$ cat config.mk
export PLATFORM = sky130hd
export DESIGN_NAME = onehot_arb_mux
export DESIGN_NICKNAME = d
export VERILOG_FILES = /design/src/rtl/mux_pkg.sv /design/src/rtl/rr_arbiter.sv /design/src/rtl/onehot_arb_mux.sv
export SDC_FILE = /design/constraint.sdc
export NUM_CORES = 1
export LEC_CHECK = 0
export CAP_MARGIN = 20
export CELL_PAD_IN_SITES_DETAIL_PLACEMENT = 1
export CELL_PAD_IN_SITES_GLOBAL_PLACEMENT = 2
export CORE_ASPECT_RATIO = 0.7
export CORE_MARGIN = 10
export CORE_UTILIZATION = 26
export CTS_CLUSTER_SIZE = 14
export DETAILED_ROUTE_END_ITERATION = 10
export PLACE_DENSITY = 0.81
export SLEW_MARGIN = 25
export SYNTH_ARGS = -nofsm -noshare
export SYNTH_HDL_FRONTEND = slang
export SYNTH_SLANG_ARGS = --single-unit
$ cat constraint.sdc
create_clock -name clk -period 3.7 [get_ports clk]
set_input_delay 0.74 -clock clk [delete_from_list [all_inputs] [get_ports clk]]
set_output_delay 0.74 -clock clk [all_outputs]
set_load 0.05 [all_outputs]
$ cat src/rtl/mux_pkg.sv
// mux_pkg: shared helpers for onehot_arb_mux (one-hot decode, one-hot test, pointer reset value)
// Ports: none (package).
package mux_pkg;
    localparam int NMAX = 32;
    localparam int PTR_RST = 0;

    // ORs together every set bit's index, so a true one-hot input decodes exactly.
    function automatic logic [4:0] onehot_to_idx(input logic [NMAX-1:0] v);
        logic [4:0] r;
        r = '0;
        for (int i = 0; i < NMAX; i++)
            if (v[i]) r = r | 5'(i);
        return r;
    endfunction

    function automatic logic is_onehot(input logic [NMAX-1:0] v);
        return (v != '0) && ((v & (v - NMAX'(1))) == '0);
    endfunction
endpackage

$ cat src/rtl/rr_arbiter.sv
// rr_arbiter: round-robin arbiter, searches req starting at ptr and wrapping mod N
// Ports: req (N requests), ptr (current top-priority index), en (transfer taken this cycle),
//        gnt (one-hot grant, 0 if no request), next_ptr (granted index + 1 mod N when en, else ptr).
module rr_arbiter
    import mux_pkg::*;
#(
    parameter int N     = 8,
    parameter int LOG2N = 3
) (
    input  logic [N-1:0]     req,
    input  logic [LOG2N-1:0] ptr,
    input  logic             en,
    output logic [N-1:0]     gnt,
    output logic [LOG2N-1:0] next_ptr
);
    logic [LOG2N-1:0] j;
    logic [LOG2N-1:0] idx;

    // Scan from the farthest offset down so the nearest requester to ptr wins.
    always_comb begin
        gnt = '0;
        j   = '0;
        for (int k = N - 1; k >= 0; k--) begin
            j = LOG2N'((int'(ptr) + k) % N);
            if (req[j]) begin
                gnt    = '0;
                gnt[j] = 1'b1;
            end
        end
    end

    assign idx      = LOG2N'(onehot_to_idx(NMAX'(gnt)));
    assign next_ptr = (en && gnt != '0) ? ((int'(idx) == N - 1) ? '0 : idx + LOG2N'(1)) : ptr;
endmodule

$ cat src/rtl/onehot_arb_mux.sv
// onehot_arb_mux: N-channel K-bit registered mux with one-hot override or round-robin selection
// Ports: clk, rst_n (async active-low); in_valid/in_data/in_ready (per-channel handshake);
//        s (one-hot override, 0 = arbiter mode); out_valid/out_data/out_grant/out_ready (output stage);
//        sel_err (sticky multi-hot select flag), err_clr (clears sel_err).
module onehot_arb_mux
    import mux_pkg::*;
#(
    parameter int K     = 8,
    parameter int N     = 8,
    parameter int LOG2N = 3
) (
    input  logic           clk,
    input  logic           rst_n,
    input  logic [N-1:0]   in_valid,
    input  logic [N*K-1:0] in_data,
    output logic [N-1:0]   in_ready,
    input  logic [N-1:0]   s,
    output logic           out_valid,
    output logic [K-1:0]   out_data,
    output logic [N-1:0]   out_grant,
    input  logic           out_ready,
    output logic           sel_err,
    input  logic           err_clr
);
    logic             load;
    logic             arb_mode;
    logic             s_one;
    logic             s_multi;
    logic [N-1:0]     arb_gnt;
    logic [N-1:0]     gnt;
    logic [LOG2N-1:0] ptr;
    logic [LOG2N-1:0] next_ptr;
    logic [LOG2N-1:0] sel_idx;

    assign load     = ~out_valid | out_ready;
    assign arb_mode = (s == '0);
    assign s_one    = is_onehot(NMAX'(s));
    assign s_multi  = ~arb_mode & ~s_one;
    // A multi-hot select yields no grant at all.
    assign gnt      = arb_mode ? arb_gnt : (s_one ? (s & in_valid) : '0);
    // rst_n gate keeps every in_ready low while reset is held.
    assign in_ready = gnt & {N{load & rst_n}};
    assign sel_idx  = LOG2N'(onehot_to_idx(NMAX'(gnt)));

    rr_arbiter #(.N(N), .LOG2N(LOG2N)) u_arb (
        .req      (in_valid),
        .ptr      (ptr),
        .en       (arb_mode & load),
        .gnt      (arb_gnt),
        .next_ptr (next_ptr)
    );

    always_ff @(posedge clk or negedge rst_n) begin
        if (!rst_n) begin
            out_valid <= 1'b0;
            out_data  <= '0;
            out_grant <= '0;
            ptr       <= LOG2N'(PTR_RST);
            sel_err   <= 1'b0;
        end else begin
            if (load) out_valid <= (gnt != '0);
            if (load && gnt != '0) begin
                out_data  <= in_data[sel_idx*K +: K];
                out_grant <= gnt;
            end
            ptr     <= next_ptr;
            sel_err <= s_multi | (sel_err & ~err_clr);
        end
    end
endmodule

==> key figures <==
Clock tree
  – CTS Buf Count: 3
  – Skew-Pair Late Insertion Delay: 0.27 ns
  – Clock transition at the registers of the reported paths: 0.07 ns
  – Clock root cell: clkbuf_16
  – CTS tree: done
  – H-Tree Depth: 1
  – Max clock buf depth: 2
  – Number of clock sinks: 21

Run status
  – Failing checks: negative setup slack
  – Outcome: finished with violations

Worst setup path
  – Slowest cell on crit path: clkdlybuf4s50_1
  – Worst R2R Path Depth: 15
  – Crit-path max cell delay: 0.57 ns
  – Setup CP Type: input port to primary output
  – Worst EP required: 2.96 ns
  – Crit. End Element: primary output
  – Startpoint Class: input port
  – Worst R2R End: out_data[1]
  – Crit path DAT: 3.22 ns
  – Worst R2R Start: ptr[1]
  – Worst Path Max Fanout: 4
  – FF-to-FF setup slack: -0.24 ns
  – CP cell instances: clkdlybuf4s50_1, buf_4, nor3_2, nand3_4, buf_4, a21oi_1, o311ai_1, o21a_2, buf_6, buf_6, nor2_2, buf_12

Cells and area
  – Area growth, synth to finish: 93.39%
  – Nets: 782
  – Commonest non-fill, non-tap cell in the layout: buf_4
  – Finished layout cell area: 7143 um2
  – Inserted Diodes: 0
  – Share of cells above drive strength 1: 49.20%
  – Fin cells: 879
  – Fill cell count: 1505
  – Util after Layout: 51.32%
  – Most frequent cells in the layout: buf_4 (146), clkdlybuf4s50_1 (90), mux2i_1 (37)

Placement
  – GP Congestion: 0.9522
  – Dpl cell area: 6015 um2
  – Buffers on Ports: 109
  – Post-DP HPWL: 15630 um
  – Placed cells: 822

Synthesis
  – Synth warn: 0
  – Sequential-to-total area share from yosys stat: 14.23%
  – Yosys cell types: 83
  – Syn nets: 516
  – Mapped cell area: 3694 um2
  – Most used DFF post-synth: dfrtp_1
  – Average cell area after synthesis: 8.711 um2
  – Async set-reset flop share out of synthesis: 100.0%
  – EDFF count, synth: 0
  – #FFs+latches synth: 21
  – Post-Syn Instances: 424

STA
  – Final worst slack: -0.2592 ns
  – Slew Viols, Final: 0
  – Minimum clock period: 3.959 ns
  – RSZ-0062 raised after global routing: true
  – Least-Margin Pin Slew: 0.7506 ns
  – Worst slew margin: 49.84%
  – Final Setup Violations: 27
  – Final hold violations: 0
  – Fmax: 252.6 MHz
  – Final Skew: 0.007287 ns
  – Final Cycle Share: 107.0%

Floorplanning
  – Die width: 162.5 um
  – Die footprint: 19450 um2
  – Std-Cell Core Area: 13920 um2
  – Starting Density: 26.54%
  – Top-Level Pins: 110
  – DIE HEIGHT: 119.7 um
  – # rows: 36

Drt
  – # DRC: 0
  – WL final: 21900 um
  – Vias: 4963
  – Routed vias/inst: 5.646
  – Antenna Nets Post-Route: 0
  – Pre-Repair DR Iteration Count: 4
  – Number of DRC markers in iteration 0: 358
  – WL/cell: 24.91 um

GRT
  – Initial antenna violation count: 0
  – Overall Global Routing Usage: 20.52%
  – Total overflow reported by the global router: 0
  – Pin count of the biggest net entering global routing: 22
  – First-pass GRT wire length: 31660 um
  – Vias in the first global route: 5271

Worst hold path
  – HP Class: flip-flop to flip-flop
  – Hold-critical path depth: 2
  – Worst hold endpoint: out_grant[7]
  – Worst Hold Launch: out_grant[7]

Pwr
  – Comb power frac: 80.9%
  – Switching Fraction: 47.89%
  – Clock network power share: 8.4%
  – Pleak: 3.127 nW
  – Cell internal pwr: 0.001530 W
  – Switch Pwr: 0.001406 W
  – PD cells: 411.1 nW/um2
  – Max VDD drop: 0.1761 mV
  – Fraction of power consumed by sequential logic: 10.7%

Flow run
  – Max-cap violations: 0
[timing repair]
action	CTS	global route
setup buffers	37	14
cloned	4	1
setup endpoints to repair	27	27
hold endpoints to repair	0	0
hold buffers	0	0
pin swaps	37	20
resized for setup	123	42
[registers in the layout, indices dropped and copies added, names as in the netlist]
register,flops
out_valid,1
out_data,8
out_grant,8
sel_err,1
ptr,3
[power by group through the flow]
stage	clock network (W)	logic [W]	registers, W
after global placement	0	0.00187	0.000311
after detailed placement	0	0.00190	0.000313
final	0.000247	0.00237	0.000314
after floorplan	0	0.000947	0.000460
after global routing	0.000262	0.00249	0.000320
after CTS	0.000251	0.00215	0.000312
[metrics by stage]
step	setup WS, ns	hold slack [ns]	total power [W]	TNS, ns
global placement	-0.6698	0.4649	0.002183	-15.12
CTS	-0.1645	0.4931	0.002714	-1.742
finish	-0.2592	0.4876	0.002937	-4.114
detailed placement	-0.7963	0.4776	0.002213	-17.77
floorplan	-0.04670	0.4444	0.001407	-0.3280
global route	-0.3251	0.5203	0.003068	-6.316
[critical path, delay by kind of cell]
family                 cells  cell delay, ns
buffers and inverters      6            1.36
AO/OA/AOI/OAI              3            0.59
AND/OR/NAND/NOR            3            0.54
[kinds of logic (layout without fill, tap and decap cells)]
kind of cell	Yosys count	after routing	synth area share, %
fa+ha+maj	9	9	2.981
simple gates	149	149	21.71
flops	21	21	14.23
xor+xnor	5	5	1.186
compound gates	125	125	27.37
buf+inv	40	304	7.046
mux	75	76	25.47
[cell type report]
class,instances,area (um2),area share (%)
Clock buffer,3,75.07,1.051
Clock inverter,1,5.005,0.07006
Inverter,8,35.03,0.4905
Multi-Input combinational cell,364,3457,48.40
Sequential cell,21,526.8,7.374
Tap cell,190,237.7,3.328
Timing Repair Buffer,292,2806,39.29
[cell usage after synthesis, types with 3 or more instances]
| library cell | number | area [um2] |
|---|---|---|
| nor4_1 | 7 | 43.79 |
| xnor2_1 | 3 | 26.28 |
| nor3_1 | 8 | 40.04 |
| nand3_1 | 26 | 130.1 |
| clkbuf_1 | 9 | 33.78 |
| and2_1 | 11 | 68.82 |
| nor2b_1 | 9 | 56.30 |
| mux2_4 | 3 | 45.04 |
| mux4_2 | 11 | 247.7 |
| nor2_1 | 21 | 78.83 |
| o21ai_0 | 23 | 115.1 |
| a221oi_1 | 3 | 26.28 |
| o211ai_1 | 4 | 30.03 |
| nand2_1 | 37 | 138.9 |
| a31oi_1 | 5 | 31.28 |
| nand2b_1 | 3 | 18.77 |
| nand4_1 | 3 | 18.77 |
| mux2i_1 | 40 | 400.4 |
| a211oi_1 | 8 | 60.06 |
| a21o_1 | 9 | 67.56 |
| ha_1 | 8 | 100.1 |
| a21oi_1 | 21 | 105.1 |
| a221o_1 | 12 | 120.1 |
| mux2_2 | 20 | 225.2 |
| dfrtp_1 | 21 | 525.5 |
| inv_1 | 6 | 22.52 |
| a221oi_2 | 3 | 45.04 |
| or3_1 | 3 | 18.77 |
| buf_6 | 7 | 78.83 |
| buf_2 | 9 | 45.04 |
[how the worst max path moves through the flow]
stage / endpoint / cells after the start / start
2_1_floorplan: out_data[4] / 18 / ptr[1]
3_3_place_gp: in_ready[4] / 10 / in_valid[3]
3_5_place_dp: out_data[7] / 14 / in_valid[5]
4_1_cts: in_ready[0] / 9 / ptr[1]
5_1_grt: in_ready[5] / 12 / s[0]
6_report: in_ready[5] / 12 / s[0]
[per-layer routing]
metal / vias to the layer above / global-route usage, % / part of all wire, %
met2: 205 / 34.61 / 48
met4: 0 / 2.834 / 1.7
met1: 2550 / 27.20 / 44
met5: - / 0 / 0
li1: 2182 / - / -
met3: 26 / 3.825 / 6.3
(Power assumes the default switching activity.)
